$ cat config.mk
export PLATFORM = sky130hd
export DESIGN_NAME = wave_sequencer
export DESIGN_NICKNAME = d
export VERILOG_FILES = /design/src/rtl/wave_sequencer.sv
export SDC_FILE = /design/constraint.sdc
export NUM_CORES = 1
export LEC_CHECK = 0
export ABC_CLOCK_PERIOD_IN_PS = 3000
export CAP_MARGIN = 20
export CORE_ASPECT_RATIO = 1.2
export CORE_MARGIN = 3
export CORE_UTILIZATION = 49
export CTS_CLUSTER_DIAMETER = 100
export DETAILED_ROUTE_END_ITERATION = 6
export GPL_ROUTABILITY_DRIVEN = 1
export MAX_ROUTING_LAYER = met4
export PLACE_DENSITY = 0.8
export SETUP_SLACK_MARGIN = 0.15
export SYNTH_ARGS = -nofsm -noshare
export SYNTH_HDL_FRONTEND = slang
export SYNTH_SLANG_ARGS = --single-unit
$ cat constraint.sdc
create_clock -name clk_i -period 3 [get_ports clk_i]
set_input_delay 0.3 -clock clk_i [delete_from_list [all_inputs] [get_ports clk_i]]
set_output_delay 0.3 -clock clk_i [all_outputs]
set_load 0.02 [all_outputs]
$ cat src/rtl/wave_sequencer.sv
// wave_sequencer: sample-rate controller that sequences a wave table memory.
//
// A phase accumulator advanced by a tuning word selects the table address.
// Each sample is fetched with a one-cycle read strobe. The returned word is
// registered and offered downstream over a valid/ready handshake. Waveform
// channel changes take effect only on a phase wrap, or when leaving idle.
//
// Optional feature macro: WAVE_SEQUENCER_AMP_EN
//   When defined, an amplitude_i port scales the captured sample:
//   out = (sample * (amplitude + 1)) >> Size, truncated. All-ones is unity gain.
//
// Ports:
//   clk_i          system clock, rising edge
//   rst_ni         asynchronous active-low reset
//   enable_i       run request, level-sensitive
//   channel_req_i  requested waveform (1 = sine, 0 = triangle)
//   tuning_word_i  phase increment per output sample
//   mem_read_o     read strobe to the table memory
//   mem_channel_o  channel select to the table memory
//   mem_address_o  table address (top LogSize bits of the accumulator)
//   mem_sample_i   table data, valid one cycle after mem_read_o
//   amplitude_i    gain control (only with WAVE_SEQUENCER_AMP_EN)
//   out_sample_o   registered sample to consumer
//   out_valid_o    out_sample_o valid
//   out_ready_i    consumer accepts
//   wrap_o         one-cycle pulse on phase wrap
module wave_sequencer #(
    parameter int unsigned Size    = 12,
    parameter int unsigned LogSize = 4,
    parameter int unsigned AccW    = 16
) (
    input  logic               clk_i,
    input  logic               rst_ni,
    input  logic               enable_i,
    input  logic               channel_req_i,
    input  logic [AccW-1:0]    tuning_word_i,
    output logic               mem_read_o,
    output logic               mem_channel_o,
    output logic [LogSize-1:0] mem_address_o,
    input  logic [Size-1:0]    mem_sample_i,
`ifdef WAVE_SEQUENCER_AMP_EN
    input  logic [Size-1:0]    amplitude_i,
`endif
    output logic [Size-1:0]    out_sample_o,
    output logic               out_valid_o,
    input  logic               out_ready_i,
    output logic               wrap_o
);

    typedef enum logic [1:0] {
        StIdle,
        StRead,
        StWait,
        StOffer
    } state_e;

    state_e          state_q, state_d;
    logic [AccW-1:0] acc_q, acc_d;
    logic            channel_q, channel_d;
    logic [Size-1:0] sample_q, sample_d;
    logic            wrap_q, wrap_d;

    // Extra top bit holds the carry that marks a phase wrap.
    logic [AccW:0]   acc_sum;
    logic [Size-1:0] capture;

    assign acc_sum = {1'b0, acc_q} + {1'b0, tuning_word_i};

`ifdef WAVE_SEQUENCER_AMP_EN
    // amplitude + 1 needs Size+1 bits; the product fits in 2*Size+1 bits.
    logic [Size:0]   amp_gain;
    logic [2*Size:0] amp_prod;
    logic            unused_amp;

    assign amp_gain   = {1'b0, amplitude_i} + (Size + 1)'(1);
    assign amp_prod   = (2 * Size + 1)'(mem_sample_i) * (2 * Size + 1)'(amp_gain);
    assign capture    = amp_prod[2*Size-1:Size];
    assign unused_amp = ^{amp_prod[2*Size], amp_prod[Size-1:0]};
`else
    assign capture = mem_sample_i;
`endif

    always_comb begin
        state_d   = state_q;
        acc_d     = acc_q;
        channel_d = channel_q;
        sample_d  = sample_q;
        wrap_d    = 1'b0;
        unique case (state_q)
            StIdle: begin
                if (enable_i) begin
                    state_d   = StRead;
                    channel_d = channel_req_i;
                end
            end
            StRead: begin
                state_d = StWait;
            end
            StWait: begin
                // Memory data for the strobe issued in StRead is valid now.
                sample_d = capture;
                state_d  = StOffer;
            end
            StOffer: begin
                if (out_ready_i) begin
                    acc_d  = acc_sum[AccW-1:0];
                    wrap_d = acc_sum[AccW];
                    if (acc_sum[AccW]) begin
                        channel_d = channel_req_i;
                    end
                    state_d = enable_i ? StRead : StIdle;
                end
            end
            default: begin
                state_d = StIdle;
            end
        endcase
    end

    always_ff @(posedge clk_i or negedge rst_ni) begin
        if (!rst_ni) begin
            state_q   <= StIdle;
            acc_q     <= '0;
            channel_q <= 1'b0;
            sample_q  <= '0;
            wrap_q    <= 1'b0;
        end else begin
            state_q   <= state_d;
            acc_q     <= acc_d;
            channel_q <= channel_d;
            sample_q  <= sample_d;
            wrap_q    <= wrap_d;
        end
    end

    // Strobe and valid decode straight from the state register, so they clear
    // asynchronously with reset and never glitch.
    assign mem_read_o    = (state_q == StRead);
    assign out_valid_o   = (state_q == StOffer);
    assign mem_channel_o = channel_q;
    assign mem_address_o = acc_q[AccW-1 -: LogSize];
    assign out_sample_o  = sample_q;
    assign wrap_o        = wrap_q;

endmodule

==> results of run 1 <==
how the worst max path moves through the flow:
stage	from	endpoint	slack [ns]	cells after the start
after floorplan	acc_q[0]	mem_channel_o	0.62	8
after global placement	tuning_word_i[0]	mem_channel_o	0.16	9
after detailed placement	tuning_word_i[0]	mem_channel_o	0.12	9
after CTS	tuning_word_i[0]	mem_channel_o	0.42	9
after global routing	tuning_word_i[0]	mem_channel_o	0.30	9
final	tuning_word_i[0]	mem_channel_o	0.41	9
final cells by class:
| cell class | count | area [um2] | share of cell area, % |
|---|---|---|---|
| clock buffers | 5 | 68.8 | 2.50 |
| clock inverters | 3 | 42.5 | 1.55 |
| inverters | 6 | 22.5 | 0.819 |
| multi-input cells | 164 | 1220 | 44.4 |
| flip-flops and latches | 32 | 801 | 29.1 |
| well taps | 54 | 67.6 | 2.46 |
| repair buffers | 53 | 528 | 19.2 |
routing by layer:
metal	vias up	GRT usage [%]
met3	6	4.63
li1	870	-
met4	0	6.85
met2	37	29.7
met5	-	-
met1	807	24.3
layout by cell type (no fill, tap or decap), drive strengths merged, types with 2 or more instances in the layout:
master | synthesis | routed
clkdlybuf4s50 | 0 | 52
dfrtp | 32 | 32
nand2 | 23 | 23
o21ai | 21 | 21
ha | 21 | 21
mux2 | 16 | 16
a21oi | 15 | 15
nor2 | 10 | 10
a21o | 7 | 7
xor2 | 7 | 7
inv | 6 | 6
clkbuf | 3 | 5
a211oi | 5 | 5
o31ai | 4 | 4
nor3 | 2 | 2
o211ai | 2 | 2
a21boi | 2 | 2
o21a | 2 | 2
and3 | 2 | 2
or3 | 2 | 2
xnor2 | 2 | 2
o21bai | 2 | 2
nor3b | 2 | 2
a31oi | 2 | 2
state kept, by name, summed over array words and instances (netlist names):
name / flops
acc_q: 16
out_sample_o: 12
state_q: 2
mem_channel_o: 1
wrap_o: 1
report_power, final:
group	internal, mW	switching (mW)	leakage (nW)	total (mW)
sequential	0.646	0.122	0.388	0.769
combinational	0.860	0.897	0.783	1.76
clock	0.246	0.172	0.0541	0.417
kinds of logic after synthesis:
logic type,share of synthesized area (%)
simple gates,9.47
flops,38.3
buf+inv,3.24
xor+xnor,3.77
mux,9.29
fa+ha+maj,13.5
compound gates,22.3
stage by stage:
stage | hold slack [ns] | util (%) | total power, mW
after floorplan | 0.00441 | - | 2.04
after global placement | 0.464 | 65.4 | 2.50
after detailed placement | 0.475 | 65.4 | 2.53
after CTS | 0.421 | 68.2 | 2.96
after global routing | 0.444 | 68.2 | 3.21
final | 0.408 | 68.2 | 2.94
==> out/qor.yml, run 1 <==
status: "completed"
postRouteAntennaNets: 0
grt_pass1_wl_mm: 7.42
place_inst: 309
syn_inst: 210
synth-main-ff-cell: "dfrtp_1"
wl_per_cell_um: 13.5
relSlewSlack_pct: 35.9
fin_crit_sh_pct: 86.4
grt_start_max_net_pins: 34
routabilityCongestion: 0.846
clockBufferDepth: 2
criticalPathCategory: "primary input to flip-flop"
row_count: 25
cp_top_family: "simple AND/OR/NAND/NOR gates"
yosys.area.top_type: "dfrtp_1"
die-width_um: 65.6
netlist_area_mm2: 0.00209
crit_arrival_ns: 2.76
synth_enable_flop_cells: 0
required_ns: 3.17
insertedDiodeCount: 0
p_per_area_mw_per_mm2: 1070
cts.sinks: 32
hp-class: "primary input to async pin"
start_util_pct: 51.8
path_cells: "clkdlybuf4s50_1 > ha_1 > fa_1 > a211oi_2 > nor3_1 > or4_4 > nand2_1 > a311oi_1 > mux2_4"
r2r_cells: 8
worst_clock_skew_ns: 0.00991
final_area_mm2: 0.00275
met1_length_mm: 1.96
reg2reg_from: "acc_q[0]"
antenna_found_initial: 0
cts_tree: "yes"
cts_buffers: 5
worstPathMaxFanout: 3
avgSynthCellArea_um2: 9.94
ys_types: 42
netlist_top_cells_area: "dfrtp_1 (38%), ha_1 (13%), mux2_2 (8.1%)"
h-tree-depth: 2
grt_setup_unrepaired: "no"
slowest_stage: "or4_4"
fmax_mhz: 386
dr.pass1.iters: 4
top_level_ports: 53
synth_common_cells: "dfrtp_1 (32), nand2_1 (23), ha_1 (21), o21ai_0 (21)"
setup_viol: 0
fin_nets: 317
layout-drive-gt1-share_pct: 10.6
post_layout_nonfiller_instances: 317
synth.most_common_cell: "dfrtp_1"
worst_setup_path_end_kind: "flip-flop"
wl_met3_um: 212
hpwlAfterDp_mm: 3.25
clk_latency_ns: 0.29
synth_top_area_share_pct: 38.3
drv_cap: 0
first_global_vias: 1677
cts_setup_buffers: 0
routed-wl-met2_mm: 2.07
critPathBufInv: 1
vias: 1720
dieArea_mm2: 0.00508
synth-seq-area-share_pct: 38.3
slowest_delay_ns: 0.49
fillers: 314
gr-total-overflow: 0
grtUsageTotal_pct: 19.2
routed_wl_mm: 4.29
ys_async_sr_fraction_pct: 100
power.leakage_nw: 1.23
ir_worst_vdd_mv: 0.467
ctsResizeCount: 0
core_mm2: 0.00404
dieHeight_um: 77.5
cts_hold_buf: 0
synth_nets: 265
ff2ff_setup_slack_ns: 0.46
r2r-end: "mem_channel_o"
routed_via_density: 5.43
place_worst_setup_slack_ns: 0.116
drv_slew: 0
dr.first_iter.drc_count: 96
syn_to_final_growth_pct: 31.7
tns_ns: 0
fin_crit_ns: 2.59
clk_pin_slew_ns: 0.08
dpl_cell_area_mm2: 0.00264
ys_warn_count: 0
worst_slack_ns: 0.408
ys_seq_elements: 32
top_layer_used: "met4"
finalHoldViolations: 0
cts-root-buf: "clkbuf_8"
drc: 0
worstSetupStartpointType: "primary input"
io_buffers: 52
tightest_slew_ns: 0.960
Power figures use the tool's default switching activity.
==> run 2, diff against run 1 <==
--- a/config.mk
+++ b/config.mk
@@ -5,7 +5,6 @@
 export SDC_FILE = /design/constraint.sdc
 export NUM_CORES = 1
 export LEC_CHECK = 0
-export ABC_CLOCK_PERIOD_IN_PS = 3000
 export CAP_MARGIN = 20
 export CORE_ASPECT_RATIO = 1.2
 export CORE_MARGIN = 3
@@ -14,7 +13,7 @@
 export DETAILED_ROUTE_END_ITERATION = 6
 export GPL_ROUTABILITY_DRIVEN = 1
 export MAX_ROUTING_LAYER = met4
-export PLACE_DENSITY = 0.8
+export PLACE_DENSITY_LB_ADDON = 0.05
 export SETUP_SLACK_MARGIN = 0.15
 export SYNTH_ARGS = -nofsm -noshare
 export SYNTH_HDL_FRONTEND = slang
==> constraint.sdc (replaced) <==
create_clock -name clk_i -period 2.8 [get_ports clk_i]
set_input_delay 0.28 -clock clk_i [delete_from_list [all_inputs] [get_ports clk_i]]
set_output_delay 0.28 -clock clk_i [all_outputs]
set_load 0.02 [all_outputs]
==> run 2 against run 1 <==
- sequential power increased by 7.4%
- first-iteration DRC count decreased by 24%
- sequential share of layout area decreased by 0.47 points
- combinational power increased by 9%
- die area unchanged
- total power increased by 9.8%
- cell count increased by 1.3%
- flip-flop and latch count unchanged
- worst hold slack got worse by 0.0022 ns
- clock skew decreased by 0.0066 ns
- clock power increased by 16%
- critical path type unchanged
==> out/qor.yml, run 2 (same netlist as run 1, synthesis figures left out) <==
status: "completed"
setup_viol: 0
tightest_slew_ns: 0.523
routabilityCongestion: 0.850
tns_ns: 0
clockBufferDepth: 2
cts_setup_buffers: 0
postRouteAntennaNets: 0
dr.first_iter.drc_count: 73
hp-class: "primary input to async pin"
worst_clock_skew_ns: 0.00332
ctsResizeCount: 0
core_mm2: 0.00404
dpl_cell_area_mm2: 0.00267
power.leakage_nw: 1.25
top_register: "acc_q"
routed_via_density: 5.35
fmax_mhz: 399
syn_to_final_growth_pct: 33.9
dieArea_mm2: 0.00508
vias: 1717
p_per_area_mw_per_mm2: 1160
h-tree-depth: 2
start_util_pct: 51.8
layout_commonest_cell: "clkdlybuf4s50_1"
cts_hold_buf: 0
fin_crit_ns: 2.51
gr-total-overflow: 0
first_global_vias: 1761
dieHeight_um: 77.5
regArea_um2: 801
die-width_um: 65.6
finalHoldViolations: 0
largest_reg_flops: 16
top_level_ports: 53
required_ns: 2.96
drv_slew: 0
drc: 0
worstPathMaxFanout: 2
drv_cap: 0
final_area_mm2: 0.00280
fin_nets: 321
routed_wl_mm: 4.48
cts_tree: "yes"
wl_per_cell_um: 14.0
grt_pass1_wl_mm: 7.85
worst_setup_path_end_kind: "flip-flop"
hpwlAfterDp_mm: 3.38
fillers: 316
grt_setup_unrepaired: "no"
clk_pin_slew_ns: 0.07
cts-root-buf: "clkbuf_8"
antenna_found_initial: 0
dr.pass1.iters: 6
insertedDiodeCount: 0
worstSetupStartpointType: "primary input"
multi_input_area_mm2: 0.00122
criticalPathCategory: "primary input to flip-flop"
clk_latency_ns: 0.28
layout-drive-gt1-share_pct: 12.0
cts.sinks: 32
ir_worst_vdd_mv: 0.547
relSlewSlack_pct: 65.1
grt_start_max_net_pins: 34
mostFrequentLayoutCells: "clkdlybuf4s50_1 (52), dfrtp_1 (32), nand2_1 (23)"
fin_crit_sh_pct: 89.5
cts_buffers: 5
grtUsageTotal_pct: 19.9
row_count: 25
crit_arrival_ns: 2.67
io_buffers: 52
==> run 2: cell count changes in the layout (fill, tap and decap cells not counted), sizes merged <==
cell,change
buf,+4
clkbuf,+2
clkinv,-1
clkinvlp,-1
==> run 2: worst paths after layout <==
path	startpoint	end	slack (ns)	depth (start not counted)
min	rst_ni	out_sample_o[8]	0.41	2
max reg2reg	acc_q[0]	mem_channel_o	0.35	8
min reg2reg	acc_q[11]	acc_q[11]	0.49	2
max	tuning_word_i[0]	mem_channel_o	0.29	9
min in group clk_i	acc_q[11]	acc_q[11]	0.49	2
max in group asynchronous	rst_ni	acc_q[13]	2.10	2
==> run 2: stage by stage <==
step	util [%]	setup WS, ns	hold WS (ns)	total power, mW	cells
detailed placement	66.1	0.0136	0.481	2.76	313
finish	69.3	0.294	0.406	3.23	321
floorplan	-	0.418	-0.0156	2.18	210
global placement	66.1	0.0334	0.467	2.72	313
global route	69.3	0.190	0.431	3.52	321
CTS	69.3	0.300	0.421	3.26	321
==> run 2: metal layers <==
| layer | global-route usage (%) | part of all wire, % | up-vias |
|---|---|---|---|
| met5 | - | 0 | - |
| met4 | 6.22 | 0.94 | 0 |
| met3 | 3.47 | 4.1 | 4 |
| met2 | 32.8 | 51 | 39 |
| met1 | 24.6 | 44 | 798 |
| li1 | - | - | 876 |
==> run 2: area by class of cell <==
type | instances | area share, %
Multi-Input combinational cell | 164 | 43.6
Sequential cell | 32 | 28.6
Inverter | 6 | 0.806
Clock buffer | 7 | 3.45
Tap cell | 54 | 2.42
Timing Repair Buffer | 57 | 20.0
Clock inverter | 1 | 1.07
==> run 2: worst max-delay path, stage by stage <==
cell and delay [ns]:
clkdlybuf4s50_1 0.41, ha_1 0.23, fa_1 0.40, a211oi_2 0.23, nor3_1 0.09, or4_4 0.50, nand2_1 0.11, a311oi_1 0.11
mux2_4 0.32
==> run 2: power breakdown <==
part	leakage [nW]	total [mW]	switching, mW	internal [mW]
Combinational	0.803	1.92	0.974	0.946
Clock	0.0645	0.484	0.170	0.314
Sequential	0.388	0.826	0.133	0.693
Total	1.25	3.23	1.28	1.95
==> run 3, diff against run 2 <==
--- a/config.mk
+++ b/config.mk
@@ -14,6 +14,7 @@
 export GPL_ROUTABILITY_DRIVEN = 1
 export MAX_ROUTING_LAYER = met4
 export PLACE_DENSITY_LB_ADDON = 0.05
+export RECOVER_POWER = 100
 export SETUP_SLACK_MARGIN = 0.15
 export SYNTH_ARGS = -nofsm -noshare
 export SYNTH_HDL_FRONTEND = slang
==> run 3 against run 2 <==
- register-to-register slack lost 0.06 ns
- global-route usage is the same
- the run now ends with capacitance limit, slew limit left
- critical path type unchanged
- via count grew 0.35%
- first-iteration DRC count is the same
- cell count is the same
- critical path depth shrank 1
- count of clock-buffer cells in the layout is the same
==> out/qor.yml, run 3 (same netlist as run 1, synthesis figures left out) <==
status: "complete, but fails checks"
violations: "capacitance limit, slew limit"
fin_crit_ns: 2.58
row_count: 25
drc: 0
insertedDiodeCount: 0
dr.first_iter.drc_count: 73
layout_commonest_cell: "dfrtp_1"
clockBufferDepth: 2
finalHoldViolations: 0
postRouteAntennaNets: 0
pwr-share-comb_pct: 58.7
routed_via_density: 5.37
grtUsageTotal_pct: 19.9
gr-total-overflow: 0
start_util_pct: 51.8
top_register: "acc_q"
io_buffers: 52
mostFrequentLayoutCells: "dfrtp_1 (32), clkdlybuf4s50_1 (30), nand2_1 (23)"
power_frac_seq_pct: 26.0
hp-class: "flip-flop to flip-flop"
dieArea_mm2: 0.00508
top_level_ports: 53
post_layout_nonfiller_instances: 321
cts.sinks: 32
clk_pin_slew_ns: 0.07
tightest_slew_ns: 1.73
fin_nets: 321
tns_ns: 0
place_inst: 313
first_global_vias: 1761
cts_setup_buffers: 0
dr.pass1.iters: 4
routabilityCongestion: 0.850
core_mm2: 0.00404
layout-drive-gt1-share_pct: 10.5
worstSetupStartpointType: "primary input"
crit_arrival_ns: 2.74
largest_reg_flops: 16
p_sw_mw: 1.27
grt_pass1_wl_mm: 7.85
p_per_area_mw_per_mm2: 1140
wl_per_cell_um: 13.9
grt_start_max_net_pins: 34
syn_to_final_growth_pct: 33.1
die-width_um: 65.6
required_ns: 2.96
drv_slew: 33
worst_setup_path_end_kind: "flip-flop"
fmax_mhz: 388
fin_crit_sh_pct: 92.0
dieHeight_um: 77.5
grt_setup_unrepaired: "no"
cts_buffers: 5
hpwlAfterDp_mm: 3.38
clkPwrFrac_pct: 15.3
drv_cap: 1
ctsResizeCount: 0
clk_latency_ns: 0.28
final_util_pct: 68.9
cts-root-buf: "clkbuf_8"
cts_tree: "yes"
relSlewSlack_pct: -15.0
antenna_found_initial: 0
vias: 1723
internal_power_mw: 1.89
cts_hold_buf: 0
h-tree-depth: 2
power.leakage_nw: 1.26
criticalPathCategory: "primary input to flip-flop"
ir_worst_vdd_mv: 0.546
p_sw_share_pct: 40.2
worst_clock_skew_ns: 0.00344
routed_wl_mm: 4.47
worstPathMaxFanout: 2
setup_viol: 0
## run 3: cell types whose count changed in the layout (fill, tap and decap cells not counted)
| cell | delta |
|---|---|
| clkbuf_1 | +3 |
| buf_4 | -3 |
| dlygate4sd3_1 | +22 |
| a211oi_2 | -1 |
| a211oi_1 | +1 |
| clkdlybuf4s50_1 | -22 |
## run 3: critical path: stages
cell	delay, ns
dlygate4sd3_1	0.59
fa_1	0.45
a211oi_1	0.28
nor3_1	0.10
or4_4	0.50
nand2_1	0.11
a311oi_1	0.11
mux2_4	0.32
## run 3: power by group through the flow
stage / Combinational (mW) / Clock (mW) / Sequential (mW)
finish: 1.85 / 0.484 / 0.820
floorplan: 1.25 / 0 / 0.934
CTS: 1.94 / 0.497 / 0.830
global route: 2.08 / 0.520 / 0.852
detailed placement: 1.92 / 0 / 0.839
global placement: 1.90 / 0 / 0.824
## run 3: path summary, 6_finish.rpt
check | to | slack (ns) | cells after the start | start
worst max-delay path | mem_channel_o | 0.22 | 8 | tuning_word_i[1]
worst min-delay path | acc_q[2] | 0.49 | 2 | acc_q[2]
worst max register to register | mem_channel_o | 0.29 | 8 | acc_q[0]
worst min register to register | acc_q[2] | 0.49 | 2 | acc_q[2]
max in group asynchronous | acc_q[13] | 0.82 | 2 | rst_ni
min in group asynchronous | out_sample_o[8] | 0.99 | 2 | rst_ni
## run 3: metrics by stage
step	hold slack (ns)	worst slack, ns	instance area (um2)	power, mW
after floorplan	-0.0156	0.418	2090	2.18
after global placement	0.467	0.0334	2670	2.72
after detailed placement	0.481	0.0136	2670	2.76
after CTS	0.421	0.300	2800	3.26
after global routing	0.512	0.101	2780	3.45
final	0.492	0.223	2780	3.16
## run 3: cell type report
cell class,count,area [um2]
inverters,6,22.5
well taps,54,67.6
flip-flops and latches,32,801
multi-input cells,164,1210
clock buffers,7,96.3
fillers,320,1260
repair buffers,57,547
clock inverters,1,30.0
## run 3: metal layers
layer / GRT usage, % / part of all wire [%] / vias to the layer above / wire length (um)
met5: - / 0 / - / 0
met4: 6.22 / 0.94 / 0 / 42
met3: 3.47 / 3.9 / 4 / 175
met2: 32.8 / 51 / 39 / 2260
met1: 24.6 / 45 / 803 / 1990
li1: - / - / 877 / -
